[config.mk]
export PLATFORM = sky130hd
export DESIGN_NAME = dmem_arbiter
export DESIGN_NICKNAME = d
export VERILOG_FILES = /design/src/rtl/dmem_arbiter.sv
export SDC_FILE = /design/constraint.sdc
export NUM_CORES = 1
export LEC_CHECK = 0
export ABC_CLOCK_PERIOD_IN_PS = 1700
export CORE_ASPECT_RATIO = 0.9
export CORE_MARGIN = 5
export CORE_UTILIZATION = 37
export DETAILED_ROUTE_END_ITERATION = 8
export PLACE_DENSITY = 0.87
export SYNTH_ARGS = -nofsm -noshare
export SYNTH_HDL_FRONTEND = slang
export SYNTH_SLANG_ARGS = --single-unit
[constraint.sdc]
create_clock -name clock -period 1.7 [get_ports clock]
set_input_delay 0.34 -clock clock [delete_from_list [all_inputs] [get_ports clock]]
set_output_delay 0.34 -clock clock [all_outputs]
set_load 0.02 [all_outputs]
[src/rtl/dmem_arbiter.sv]
// dmem_arbiter: shares one single-port synchronous dmem between the processor
// (port P) and a loader/DMA engine (port L).
//   clock, reset (async, active-low)
//   P side : p_req/p_we/p_addr/p_wdata in, p_gnt/p_rvalid/p_rdata out
//   L side : l_req/l_lock/l_we/l_addr/l_wdata in, l_gnt/l_rvalid/l_rdata out
//   dmem   : address_dmem/data/wren out (registered), q_dmem in
// Grants are combinational. Arbitration is round-robin, with a bounded lock
// that lets L hold the memory for bursts. Read data returns RD_LAT+1 edges
// after the accepting edge, on the port that issued the read.
module dmem_arbiter #(
  parameter int unsigned ADDR_W   = 12,
  parameter int unsigned DATA_W   = 32,
  parameter int unsigned RD_LAT   = 1,
  parameter int unsigned MAX_LOCK = 16
) (
  input  logic              clock,
  input  logic              reset,
  input  logic              p_req,
  input  logic              p_we,
  input  logic [ADDR_W-1:0] p_addr,
  input  logic [DATA_W-1:0] p_wdata,
  output logic              p_gnt,
  output logic              p_rvalid,
  output logic [DATA_W-1:0] p_rdata,
  input  logic              l_req,
  input  logic              l_lock,
  input  logic              l_we,
  input  logic [ADDR_W-1:0] l_addr,
  input  logic [DATA_W-1:0] l_wdata,
  output logic              l_gnt,
  output logic              l_rvalid,
  output logic [DATA_W-1:0] l_rdata,
  output logic [ADDR_W-1:0] address_dmem,
  output logic [DATA_W-1:0] data,
  output logic              wren,
  input  logic [DATA_W-1:0] q_dmem
);

  localparam int unsigned CNT_W  = $clog2(MAX_LOCK + 1);
  localparam int unsigned PIPE_D = RD_LAT + 1;

  logic              ptr_q, ptr_d;          // 0: P has priority, 1: L
  logic              l_last_q, l_last_d;    // L was granted last cycle
  logic [CNT_W-1:0]  lock_cnt_q, lock_cnt_d;
  logic [ADDR_W-1:0] addr_q, addr_d;
  logic [DATA_W-1:0] data_q, data_d;
  logic              wren_q, wren_d;
  logic [PIPE_D-1:0] pv_q, pv_d;            // read-in-flight flags
  logic [PIPE_D-1:0] po_q, po_d;            // read owner tags (1 = L)
  logic              p_rvalid_q, p_rvalid_d;
  logic              l_rvalid_q, l_rvalid_d;
  logic [DATA_W-1:0] p_rdata_q, p_rdata_d;
  logic [DATA_W-1:0] l_rdata_q, l_rdata_d;
  logic              lock_hold;
  logic              rd_issue;

  // Grant decision; suppressed while reset is asserted so nothing is accepted.
  always_comb begin
    p_gnt     = 1'b0;
    l_gnt     = 1'b0;
    lock_hold = l_last_q && l_lock && (lock_cnt_q < CNT_W'(MAX_LOCK));
    if (reset) begin
      if (p_req && l_req) begin
        if (lock_hold || ptr_q) l_gnt = 1'b1;
        else                    p_gnt = 1'b1;
      end else begin
        p_gnt = p_req;
        l_gnt = l_req;
      end
    end
  end

  // Next-state: pointer, lock counter, dmem issue and read-return pipeline.
  always_comb begin
    ptr_d      = ptr_q;
    l_last_d   = l_gnt;
    lock_cnt_d = lock_cnt_q;
    addr_d     = addr_q;
    data_d     = data_q;
    wren_d     = 1'b0;
    p_rdata_d  = p_rdata_q;
    l_rdata_d  = l_rdata_q;

    if (p_gnt)      ptr_d = 1'b1;
    else if (l_gnt) ptr_d = 1'b0;

    if (p_gnt || !(p_req || l_req)) begin
      lock_cnt_d = '0;
    end else if (l_gnt) begin
      if (!l_lock)
        lock_cnt_d = '0;
      else if (p_req && (lock_cnt_q < CNT_W'(MAX_LOCK)))
        lock_cnt_d = lock_cnt_q + CNT_W'(1);
    end

    if (p_gnt) begin
      addr_d = p_addr;
      data_d = p_wdata;
      wren_d = p_we;
    end else if (l_gnt) begin
      addr_d = l_addr;
      data_d = l_wdata;
      wren_d = l_we;
    end

    rd_issue = (p_gnt && !p_we) || (l_gnt && !l_we);
    pv_d     = {pv_q[PIPE_D-2:0], rd_issue};
    po_d     = {po_q[PIPE_D-2:0], l_gnt};

    // Last stage lines up with q_dmem for the read issued RD_LAT+1 edges ago.
    p_rvalid_d = pv_q[PIPE_D-1] && !po_q[PIPE_D-1];
    l_rvalid_d = pv_q[PIPE_D-1] &&  po_q[PIPE_D-1];
    if (p_rvalid_d) p_rdata_d = q_dmem;
    if (l_rvalid_d) l_rdata_d = q_dmem;
  end

  always_ff @(posedge clock or negedge reset) begin
    if (!reset) begin
      ptr_q      <= 1'b0;
      l_last_q   <= 1'b0;
      lock_cnt_q <= '0;
      addr_q     <= '0;
      data_q     <= '0;
      wren_q     <= 1'b0;
      pv_q       <= '0;
      po_q       <= '0;
      p_rvalid_q <= 1'b0;
      l_rvalid_q <= 1'b0;
      p_rdata_q  <= '0;
      l_rdata_q  <= '0;
    end else begin
      ptr_q      <= ptr_d;
      l_last_q   <= l_last_d;
      lock_cnt_q <= lock_cnt_d;
      addr_q     <= addr_d;
      data_q     <= data_d;
      wren_q     <= wren_d;
      pv_q       <= pv_d;
      po_q       <= po_d;
      p_rvalid_q <= p_rvalid_d;
      l_rvalid_q <= l_rvalid_d;
      p_rdata_q  <= p_rdata_d;
      l_rdata_q  <= l_rdata_d;
    end
  end

  assign address_dmem = addr_q;
  assign data         = data_q;
  assign wren         = wren_q;
  assign p_rvalid     = p_rvalid_q;
  assign l_rvalid     = l_rvalid_q;
  assign p_rdata      = p_rdata_q;
  assign l_rdata      = l_rdata_q;

endmodule

==> flow_summary.json, run 1 <==
{
  "result_of_the_run": "complete, but fails checks",
  "violations": "negative setup slack",
  "worstHoldPathType": "in2async",
  "finalNetCount": 824,
  "cp_max_fo": 3,
  "worst_setup_path_start_kind": "flip-flop",
  "finalSetupViolations": 2,
  "global_route_wire_length_before_repair_mm": 24.3,
  "number_of_i_o_pins": 240,
  "ys_types": 33,
  "first_global_vias": 4791,
  "timing.final.crit_period_ns": 1.99,
  "synth_fp_nets": 568,
  "die_width_um": 133,
  "clock_slew_at_reported_path_ffs_ns": 0.05,
  "worst_path_setup_slack_after_routing_ns": -0.290,
  "die_area_mm2": 0.0161,
  "overflow": 0,
  "yosysSeqAreaShare_pct": 59.9,
  "r2r_cells": 6,
  "max_cap_viol": 0,
  "yosysWarningCount": 0,
  "firstDrtPassIters": 4,
  "cts.sink_count": 121,
  "p_leak_uw": 0.00370,
  "fmaxAchievable_ghz": 0.503,
  "routed_wire_length_per_instance_um": 17.1,
  "route.final.wire_length_mm": 15.0,
  "cts-buffers-inserted": 17,
  "dp_slack_ns": -0.839,
  "max-slew-margin-rel_pct": 49.4,
  "synth.cell_area_mm2": 0.00505,
  "cp.arrival_ns": 1.65,
  "finClkSkew_ns": 0.00546,
  "non_filler_cells_final": 877,
  "synth_area_leaders": "dfrtp_1 60%, mux2_2 14%, a21oi_1 7.2%",
  "fin_total_pwr_uw": 10400,
  "fill_cells": 1058,
  "finalHoldViolations": 0,
  "drtAntennaViolNets": 0,
  "port_buffers": 239,
  "route.vias.total": 4318,
  "power.density_mw_per_mm2": 1270,
  "critPathRequiredTime_ns": 1.36,
  "postSynth.asyncResetShare_pct": 100,
  "post-synth-top-area-cell": "dfrtp_1",
  "detailed_place_hpwl_mm": 10.9,
  "synth.top_cells.by_count": "121 x dfrtp_1, 73 x a21oi_1, 64 x mux2_2",
  "synth_ff_type": "dfrtp_1",
  "cts_tree": "done",
  "fp.dieH_um": 121,
  "worst_skew_pair.late_latency_ns": 0.41,
  "fraction_of_layout_instances_using_a_drive_strength_above_1_pct": 20.9,
  "initial_antenna_violation_count": 0,
  "grt_setup_unrepaired": "true",
  "synthDominantCellAreaShare_pct": 59.9,
  "drt_iter0_drcs": 324,
  "synth_edf_count": 0,
  "max_buffers_root_to_sink": 2,
  "vdd_ir_drop_max_v": 0.000709,
  "place_inst": 842,
  "initial_core_util_pct": 37.8,
  "core.rowCount": 40,
  "clock_tree.htree_level_count": 4,
  "timing_worst_setup_path_type": "reg2out",
  "via_per_inst": 4.92,
  "grt_max_degree": 61,
  "finalCritPeriodShare_pct": 117,
  "drc_errors": 0,
  "design.core.area_mm2": 0.0134,
  "worstReg2RegStart": "po_q[0]$_DFF_PN0_",
  "synth.ff_latch_count": 121,
  "synth.most_common_cell": "dfrtp_1",
  "critPathLaunch": "po_q[0]$_DFF_PN0_",
  "worst_pin_slew_ns": 0.759,
  "synthCells": 440,
  "antenna_cells_inserted": 0,
  "worstSetupEndpointType": "output pin",
  "root_buffer": "clkbuf_16",
  "area.growth.synth_to_final_pct": 62.8,
  "synth_area_per_cell_um2": 11.5,
  "slew_viol_final": 0,
  "gp_routability_congestion": 0.826,
  "track_usage_pct": 18.9
}
[stage by stage]
step	TNS (ns)	instance area (um^2)	utilization [%]	hold WS, ns
floorplan	0	5050	-	0.0444
detailed placement	-34.45	7730	57.8	0.352
global placement	-32.37	7730	57.8	0.335
global route	-0.701	8230	61.6	0.154
CTS	-0.548	8190	61.3	0.116
finish	-0.557	8230	61.6	0.0961
[routing by layer]
layer,part of all wire (%),wire length (um),GRT usage (%)
met5,0,0,0
met4,2.5,381,7.78
met3,8.9,1340,7.55
met1,40,5960,22.1
met2,49,7310,31.0
[power by group]
group          internal, uW  leakage (uW)  total, uW  switching (uW)
Clock                  2030      0.000271       3410            1370
Sequential             3550       0.00142       3880             336
Combinational          1450       0.00201       3150            1690
Total                  7030       0.00370      10400            3400
[flip-flops by register name, indices dropped and copies added, names as in the netlist]
signal	cells
address_dmem	12
data	32
l_rdata	32
l_rvalid	1
lock_cnt_q	5
p_rdata	32
p_rvalid	1
po_q	2
ptr_q	1
pv_q	2
wren	1
[logic make-up (layout without fill, tap and decap cells)]
kind of cell             after synthesis  after routing  synth area share [%]
AO/OA/AOI/OAI                        103            103                  12.0
AND/OR/NAND/NOR                      118            118                  9.88
flip-flops                           121            121                  59.9
adder cells (fa/ha/maj)                1              1                 0.247
multiplexers                          65             65                  14.5
buffers and inverters                 32            301                  3.49
[path summary, 6_finish.rpt]
| check | end | slack, ns |
|---|---|---|
| max | l_gnt | -0.29 |
| max in group asynchronous | p_rdata[16]$_DFFE_PN0P_ | 0.85 |
| max reg2reg | data[20]$_DFFE_PN0P_ | 0.07 |
| min in group clock | po_q[0]$_DFF_PN0_ | 0.30 |
| min reg2reg | pv_q[1]$_DFF_PN0_ | 0.36 |
| min | address_dmem[10]$_DFFE_PN0P_ | 0.1 |
[cells in the final DEF (no fill, tap or decap), types with 2 or more instances in the layout]
cell type / n
a21oi_1: 73
clkbuf_16: 18
clkinvlp_4: 3
clkdlybuf4s50_1: 123
buf_4: 19
o21a_1: 2
o211ai_1: 2
inv_1: 4
nand3_1: 5
a21oi_2: 18
clkinv_2: 2
nor2b_1: 6
dfrtp_1: 121
and2_1: 2
inv_6: 6
buf_6: 3
o21ai_0: 2
nor2_1: 47
mux2_2: 64
buf_12: 3
nand2_1: 49
clkinv_4: 4
dlygate4sd2_1: 113
[final cells by class]
| class | count | area (um^2) | share of cell area, % |
|---|---|---|---|
| sequential | 121 | 3030 | 36.8 |
| timing repair buffer | 264 | 2520 | 30.6 |
| inverter | 5 | 23.8 | 0.289 |
| tap | 168 | 210 | 2.55 |
| clock buffer | 17 | 425 | 5.17 |
| multi-input combinational | 287 | 1880 | 22.9 |
| clock inverter | 15 | 141 | 1.72 |
[critical path: stages (launching register included)]
cell and delay, ns:
dfrtp_1 0.38, and4b_1 0.21, or3_4 0.37, and2_4 0.15, buf_6 0.13
[repair_timing]
action	4_1_cts	5_1_grt
gates resized for setup	130	3
cloned	0	1
pin swaps	3	0
setup endpoints to repair	157	30
buffers inserted	1	0
endpoints found under the hold margin	4	0
hold buffers	1	0
Power figures use the tool's default switching activity.
==> run 2: changes to the inputs <==
==> config.mk (replaced) <==
export PLATFORM = sky130hd
export DESIGN_NAME = dmem_arbiter
export DESIGN_NICKNAME = d
export VERILOG_FILES = /design/src/rtl/dmem_arbiter.sv
export SDC_FILE = /design/constraint.sdc
export NUM_CORES = 1
export LEC_CHECK = 0
export ABC_CLOCK_PERIOD_IN_PS = 1900
export CORE_ASPECT_RATIO = 0.9
export CORE_MARGIN = 5
export CORE_UTILIZATION = 41
export DETAILED_ROUTE_END_ITERATION = 8
export PLACE_DENSITY = 0.9
export SKIP_LAST_GASP = 1
export SYNTH_ARGS = -nofsm -noshare
export SYNTH_HDL_FRONTEND = slang
export SYNTH_SLANG_ARGS = --single-unit
==> constraint.sdc (replaced) <==
create_clock -name clock -period 1.9 [get_ports clock]
set_input_delay 0.38 -clock clock [delete_from_list [all_inputs] [get_ports clock]]
set_output_delay 0.38 -clock clock [all_outputs]
set_load 0.02 [all_outputs]
==> run 2 against run 1 <==
The run still ends with negative setup slack left. Total power fell by 2.5%. Combinational power rose by 3%. Via count rose by 3.9%. Sequential share of layout area fell by 0.86 points. Clock-buffer cell count rose by 1. Final cell count fell by 0.68%. Setup slack improved by 0.11 ns. Worst hold slack improved by 0.20 ns. Non-clock buffer count rose by 2. Core utilization rose by 8.2 points. Critical path depth did not move. First-iteration DRC count fell by 13%. Critical path type unchanged. Critical endpoint unchanged. Highest routed layer unchanged.
==> flow_summary.json, run 2 (synthesized netlist as in run 1, its figures left out) <==
{
  "switching_power_uw": 3040,
  "cts-buffers-inserted": 17,
  "finalHoldViolations": 0,
  "via_per_inst": 5.15,
  "fin_worst_hold_slack_ns": 0.291,
  "die_area_mm2": 0.0147,
  "worstSetupEndpointType": "output pin",
  "slew_viol_final": 0,
  "firstDrtPassIters": 6,
  "worstHoldPathType": "in2async",
  "max-slew-margin-rel_pct": 45.6,
  "finalSetupViolations": 2,
  "switching_share_pct": 29.9,
  "route.vias.total": 4488,
  "design.core.area_mm2": 0.0121,
  "power.density_mw_per_mm2": 1210,
  "fp.dieH_um": 115,
  "timing_worst_setup_path_type": "reg2out",
  "fin_total_pwr_uw": 10200,
  "drt_iter0_drcs": 281,
  "post-route-cell-area_mm2": 0.00843,
  "gp_routability_congestion": 0.870,
  "worstReg2RegStart": "po_q[0]$_DFF_PN0_",
  "power.share.combinational_pct": 32.0,
  "vdd_ir_drop_max_v": 0.000525,
  "cp_max_fo": 3,
  "timing.final.crit_period_ns": 2.08,
  "routed_wire_length_per_instance_um": 18.0,
  "number_of_i_o_pins": 240,
  "timing.critical_path.slowest_cell_delay_ns": 0.39,
  "grt_max_degree": 68,
  "clock_tree.htree_level_count": 4,
  "fmaxAchievable_ghz": 0.481,
  "detailed_place_hpwl_mm": 11.5,
  "r2r_cells": 6,
  "initial_antenna_violation_count": 0,
  "die_width_um": 127,
  "max_buffers_root_to_sink": 2,
  "global_route_wire_length_before_repair_mm": 24.7,
  "port_buffers": 239,
  "result_of_the_run": "complete, but fails checks",
  "worst_path_setup_slack_after_routing_ns": -0.178,
  "critPathRequiredTime_ns": 1.52,
  "power_report.internal_total_uw": 7130,
  "cts.sink_count": 121,
  "worstPathCellList": "and4b_1, or3_4, and2_4, buf_6",
  "power.share.sequential_pct": 34.6,
  "p_clk_share_pct": 33.4,
  "non_filler_cells_final": 871,
  "area.growth.synth_to_final_pct": 66.7,
  "fraction_of_layout_instances_using_a_drive_strength_above_1_pct": 21.1,
  "finalNetCount": 826,
  "critical-path-slowest-cell": "dfrtp_1",
  "overflow": 0,
  "root_buffer": "clkbuf_16",
  "final_core_utilization_pct": 69.8,
  "layout.cells.most_common": "clkdlybuf4s50_1",
  "worst_pin_slew_ns": 0.816,
  "cts_tree": "done",
  "p_leak_uw": 0.00361,
  "drc_errors": 0,
  "first_global_vias": 4810,
  "clock_slew_at_reported_path_ffs_ns": 0.05,
  "drtAntennaViolNets": 0,
  "max_cap_viol": 0,
  "route.final.wire_length_mm": 15.6,
  "worst_skew_pair.late_latency_ns": 0.40,
  "violations": "negative setup slack",
  "mostFrequentLayoutCells": "233 x clkdlybuf4s50_1, 121 x dfrtp_1, 73 x a21oi_1",
  "critPathLaunch": "po_q[0]$_DFF_PN0_",
  "core.rowCount": 38,
  "finalCritPeriodShare_pct": 109,
  "initial_core_util_pct": 41.9,
  "place_inst": 834,
  "worst_setup_path_start_kind": "flip-flop",
  "track_usage_pct": 21.5,
  "cp.arrival_ns": 1.70,
  "antenna_cells_inserted": 0,
  "finClkSkew_ns": 0.00616,
  "placement.cell_area_mm2": 0.00773,
  "grt_setup_unrepaired": "true"
}
## run 2: cell types whose count changed in the layout (fill, tap and decap cells not counted), sizes merged, moves of 2 or more
cell | previous run | this run
dlygate4sd2 | 113 | 2
clkdlybuf4s50 | 123 | 233
inv | 10 | 5
clkinv | 6 | 8
buf | 26 | 28
bufinv | 1 | 4
## run 2: power groups by stage
stage | Combinational [uW] | Sequential, uW | Clock (uW)
after floorplan | 738 | 4230 | 0
after global placement | 3180 | 3490 | 0
after detailed placement | 3260 | 3550 | 0
after CTS | 3290 | 3520 | 3460
after global routing | 3440 | 3600 | 3600
final | 3260 | 3520 | 3400
## run 2: metal layers
metal / vias to the layer above / wire, um / global-route usage (%)
met2: 224 / 8040 / 38.2
met1: 2198 / 5720 / 23.7
met3: 35 / 1490 / 7.57
li1: 2031 / - / -
met4: 0 / 402 / 8.51
met5: - / 0 / 0
## run 2: timing repair
| item | 4_1_cts | 5_1_grt |
|---|---|---|
| hold buffers | 1 | 0 |
| pin swaps | 2 | 1 |
| endpoints found under the hold margin | 14 | 0 |
| endpoints found under the setup margin | 46 | 15 |
| gates resized for setup | 16 | 5 |
| buffers inserted | 2 | 2 |
## run 2: critical path, delay by kind of cell, from the launching register on
family / cells / cell delay, ns
buffers and inverters: 1 / 0.12
flip-flops: 1 / 0.39
AND/OR/NAND/NOR: 3 / 0.78
## run 2: worst paths after layout
kind | endpoint | slack, ns
hold reg to reg | pv_q[1]$_DFF_PN0_ | 0.35
hold / removal | address_dmem[7]$_DFFE_PN0P_ | 0.29
setup / recovery | l_gnt | -0.18
min in group clock | pv_q[1]$_DFF_PN0_ | 0.35
setup reg to reg | data[6]$_DFFE_PN0P_ | 0.09
max in group asynchronous | po_q[1]$_DFF_PN0_ | 0.71
## run 2: final cells by class
class                   instances  area [um^2]
fillers                       857         3650
flip-flops and latches        121         3030
repair buffers                266         2660
multi-input cells             287         1880
clock buffers                  18          439
well taps                     160          200
clock inverters                14          198
inverters                       5         23.8
## run 2: through the flow
step | TNS (ns) | worst slack, ns
after global placement | -27.41 | -0.767
after detailed placement | -30.49 | -0.791
after global routing | -0.338 | -0.216
after floorplan | 0 | 0.155
final | -0.251 | -0.178
after CTS | -0.368 | -0.201
